## config.mk

```make
export PLATFORM = sky130hd
export DESIGN_NAME = sky130_as_sc_hs__chartest
export DESIGN_NICKNAME = d
export VERILOG_FILES = /design/src/rtl/sky130_as_sc_hs__chartest.sv
export SDC_FILE = /design/constraint.sdc
export NUM_CORES = 1
export LEC_CHECK = 0
export CAP_MARGIN = 20
export CORE_AREA = 4 4 83 54
export CTS_CLUSTER_SIZE = 40
export DETAILED_ROUTE_END_ITERATION = 10
export DIE_AREA = 0 0 87 58
export REMOVE_ABC_BUFFERS = 1
export SYNTH_ARGS = -nofsm -noshare
export SYNTH_HDL_FRONTEND = slang
export SYNTH_SLANG_ARGS = --single-unit
```

## constraint.sdc

```tcl
create_clock -name CLK -period 1.5 [get_ports CLK]
set_input_delay 0.15 -clock CLK [delete_from_list [all_inputs] [get_ports CLK]]
set_output_delay 0.15 -clock CLK [all_outputs]
set_load 0.05 [all_outputs]
```

## src/rtl/sky130_as_sc_hs__chartest.sv

```systemverilog
// Cell characterisation sequencer: shifts a test vector in serially, holds it on the
// cell inputs for SETTLE cycles, captures the cell outputs and shifts them back out.
module sky130_as_sc_hs__chartest #(
    parameter int N      = 8,
    parameter int SETTLE = 4
) (
    input  logic         CLK,
    input  logic         RST,
    input  logic         START,
    input  logic         SI,
    output logic [N-1:0] VEC,
    input  logic [N-1:0] RES,
    output logic         SO,
    output logic         BUSY,
    output logic         DONE
);

    localparam int MAXC = (N > SETTLE) ? N : SETTLE;
    localparam int CW   = $clog2(MAXC + 1);

    localparam logic [CW-1:0] IN_LAST    = CW'(N - 1);
    localparam logic [CW-1:0] APPLY_LAST = CW'(SETTLE - 1);
    localparam logic [CW-1:0] DONE_AT    = CW'(N - 2);

    typedef enum logic [1:0] {
        IDLE      = 2'd0,
        SHIFT_IN  = 2'd1,
        APPLY     = 2'd2,
        SHIFT_OUT = 2'd3
    } state_t;

    state_t        state, state_next;
    logic [CW-1:0] cnt, cnt_next;
    logic [N-2:0]  shreg;
    logic [N-2:0]  cap;
    logic [N-1:0]  in_word;
    logic          last_in, last_apply, last_out;

    // The newest SI bit joins the top; after N samples the first bit sits at bit 0.
    assign in_word    = {SI, shreg};
    assign last_in    = (cnt == IN_LAST);
    assign last_apply = (cnt == APPLY_LAST);
    assign last_out   = (cnt == IN_LAST);
    assign BUSY       = (state != IDLE);

    always_ff @(posedge CLK or posedge RST) begin
        if (RST) begin
            state <= IDLE;
            cnt   <= '0;
        end else begin
            state <= state_next;
            cnt   <= cnt_next;
        end
    end

    always_comb begin
        state_next = state;
        cnt_next   = cnt;
        case (state)
            IDLE: begin
                cnt_next = '0;
                if (START) state_next = SHIFT_IN;
            end
            SHIFT_IN: begin
                if (last_in) begin
                    state_next = APPLY;
                    cnt_next   = '0;
                end else begin
                    cnt_next = cnt + CW'(1);
                end
            end
            APPLY: begin
                if (last_apply) begin
                    state_next = SHIFT_OUT;
                    cnt_next   = '0;
                end else begin
                    cnt_next = cnt + CW'(1);
                end
            end
            SHIFT_OUT: begin
                if (last_out) begin
                    state_next = IDLE;
                    cnt_next   = '0;
                end else begin
                    cnt_next = cnt + CW'(1);
                end
            end
            default: begin
                state_next = IDLE;
                cnt_next   = '0;
            end
        endcase
    end

    // SI and RES are only looked at on their own sample edges, so X elsewhere stays out.
    always_ff @(posedge CLK or posedge RST) begin
        if (RST) begin
            shreg <= '0;
            cap   <= '0;
            VEC   <= '0;
            SO    <= 1'b0;
            DONE  <= 1'b0;
        end else begin
            case (state)
                SHIFT_IN: begin
                    shreg <= in_word[N-1:1];
                    if (last_in) VEC <= in_word;
                end
                APPLY: begin
                    if (last_apply) begin
                        cap <= RES[N-1:1];
                        SO  <= RES[0];
                    end
                end
                SHIFT_OUT: begin
                    if (last_out) begin
                        SO   <= 1'b0;
                        DONE <= 1'b0;
                    end else begin
                        SO   <= cap[0];
                        cap  <= cap >> 1;
                        DONE <= (cnt == DONE_AT);
                    end
                end
                default: begin
                    SO   <= 1'b0;
                    DONE <= 1'b0;
                end
            endcase
        end
    end

endmodule

```

==> results.txt <==
status: finished with violations
failing checks: negative setup slack
Clock Skew: 2.39 ps
Power Density: 2060 nW/µm²
post-route ant nets: 0
top cells by area, synth: dfrtp_1 (52%), mux2_2 (13%), ha_1 (6.1%)
Final Setup Violations: 14
RSZ-0062 raised after global routing: yes
H-tree depth: 2
wire per inst: 14.1 µm
Die Y: 58 µm
hold slack final: 244 ps
CTS tree: yes
clock root buffer: clkbuf_8
Flop pwr share: 30.4%
DIE AREA: 5050 µm²
Port Buffer Count: 22
first-pass GRT wire length: 4.89 mm
area grow syn2layout: 45.0%
Slew Viols, Final: 0
vias post-DR: 1026
Seq/Total Area, Yosys: 52.3%
WP data required: 1660 ps
dpl cell area: 1800 µm²
startpoint types: flop
Psw: 1600 µW
Logic pwr share: 53.7%
overall routing resource usage: 12.6%
layout cell share with drive strength beyond 1: 50.3%
DR pass1 iterations: 4
worst skew pair latency: 280 ps
CP Buf/Inv Count: 0
CTS Buf Count: 5
gpl congestion: 0.774
internal power: 2690 µW
ANT cells: 0
initial antenna violation count: 0
Max Fclk: 0.611 GHz
CP top delay family: flip-flops
NumNets Final: 181
DRT iter0 DRCs: 44
wire length on met3: 115 µm
period utilization: 109%
vias in the first global route: 1061
core region area: 3640 µm²
Starting Density: 39.5%
CP max stage delay: 470 ps
Leakage Power: 0.000895 µW
Crit Path Class: reg -> reg
final instance area: 2080 µm²
DRC Markers: 0
#FFs+latches synth: 30
global route overflow: 0
switching share of power: 37.2%
Worst-Margin Slew: 376 ps
final worst slack: -136 ps
clock share of power: 15.9%
Rows: 17
drt total wl: 2.96 mm
die width: 87 µm
Synth Warn #: 0
Synth Instances: 117
CP endpoint kind: flop
Critical-path top delay cell: dfrtp_2
largest area contributor in the netlist: dfrtp_1
IO Count: 23
post-synth design cell area: 1440 µm²
Critical Path AT: 1800 ps
Cell variety after synth: 29
Rel. slew slack: 74.9%
Fin. Hold Viols: 0
CTS max path bufs: 2
Hold WC Path Type: in -> async
mean post-synth cell area: 12.3 µm²
CP Max Fanout: 4
top sig layer: met4
peak supply drop: 0.00114 V
vias per inst: 4.89
clock period minus worst slack: 1640 ps
area share of the largest cell type after synthesis: 52.3%
Metal-1 WL: 1.37 mm
clock sinks: 30
HPWL Detailed: 1.97 mm
crit path cell chain: ha_4 -> or3_4 -> a21oi_4 -> mux2_4
Max-cap violations: 0
met2 routed WL: 1.44 mm
largest net degree at the start of global routing: 31
clk slew on worst S/H paths: 70 ps
-- final cells by class --
class,count,area [µm²]
repair buffers,42,387
clock inverters,2,12.5
flip-flops and latches,30,753
multi-input cells,76,763
fillers,298,1550
clock buffers,6,82.6
inverters,7,26.3
well taps,47,58.8
-- per-stage QoR --
| step | worst slack, ps | total power [µW] | instances | TNS [ps] | util, % |
|---|---|---|---|---|---|
| 2_1_floorplan | -322 | 2400 | 113 | -1200 | - |
| 3_3_place_gp | -137 | 3020 | 199 | -1540 | 49.4 |
| 3_5_place_dp | -217 | 3070 | 199 | -2300 | 49.4 |
| 4_1_cts | -99.5 | 4050 | 208 | -450 | 54.7 |
| 5_1_grt | -165 | 4570 | 210 | -1350 | 57.3 |
| 6_report | -136 | 4280 | 210 | -469 | 57.3 |
-- Yosys cell counts, drive strengths merged --
| cell type | count |
|---|---|
| ha | 7 |
| mux2i | 7 |
| o21a | 1 |
| buf | 4 |
| o221ai | 1 |
| nand2b | 2 |
| and3b | 1 |
| mux2 | 16 |
| dfrtp | 30 |
| a31oi | 1 |
| xor2 | 1 |
| nand2 | 4 |
| and4bb | 1 |
| a211oi | 2 |
| a21oi | 10 |
| nand3 | 1 |
| nor3 | 2 |
| nor2 | 11 |
| nand3b | 2 |
| o31ai | 1 |
| o21ai | 3 |
| inv | 7 |
| or3 | 2 |
-- cells by family (layout without fill, tap and decap cells) --
kind of cell / after synthesis / after routing / synth area share (%)
flip-flops: 30 / 30 / 52.3
AND/OR/NAND/NOR: 26 / 26 / 9.93
multiplexers: 23 / 23 / 17.4
AO/OA/AOI/OAI: 19 / 19 / 9.58
buffers and inverters: 11 / 57 / 4.09
adder cells (fa/ha/maj): 7 / 7 / 6.10
XOR/XNOR: 1 / 1 / 0.610
-- power by group through the flow --
stage,clock network [µW],registers [µW],logic [µW]
floorplan,0,1310,1090
global placement,0,1250,1770
detailed placement,0,1270,1810
CTS,699,1270,2080
global route,742,1340,2490
finish,681,1300,2300
-- state kept, by name, indices dropped and copies added, names as in the netlist --
register  cells
cnt           4
SO            1
cap           7
VEC           8
state         2
DONE          1
shreg         7
-- layout by cell type (no fill, tap or decap), drive strengths merged, types with 2 or more instances in the layout --
cell type and count:
buf 31, dfrtp 30, mux2 16, clkdlybuf4s50 11, nor2 11, a21oi 10, mux2i 7, inv 7
ha 7, clkbuf 6, nand2 4, o21ai 3, or3 2, nand3b 2, nor3 2, nand2b 2
a211oi 2
-- path summary, 6_finish.rpt --
path                           from  endpoint  slack, ps  cells past startpoint
max                        state[1]  state[1]       -140                      4
min                             RST    VEC[2]        240                      3
max reg2reg                state[1]  state[1]       -140                      4
min reg2reg                    DONE      DONE        500                      2
max in group asynchronous       RST  state[0]        960                      3
min in group CLK             RES[7]    cap[6]        450                      3
-- timing repair --
action                                  4_1_cts  5_1_grt
resized for setup                            24       17
hold buffers                                  0        0
endpoints found under the setup margin       19       30
pin swaps                                     5        3
setup buffers                                 1        2
-- worst reg2reg max path, delay by kind of cell (launching register included) --
family / cells / cell delay, ps
flip-flops: 1 / 470
AND/OR/NAND/NOR: 1 / 400
multiplexers: 1 / 310
adder cells (fa/ha/maj): 1 / 190
AO/OA/AOI/OAI: 1 / 150
-- metal layers --
metal / vias to the layer above / GRT usage (%)
met5: - / 0
met4: 0 / 4.00
met3: 5 / 4.26
met2: 13 / 20.6
met1: 512 / 15.6
li1: 496 / -
No activity file was read; power rests on OpenSTA's default activity.
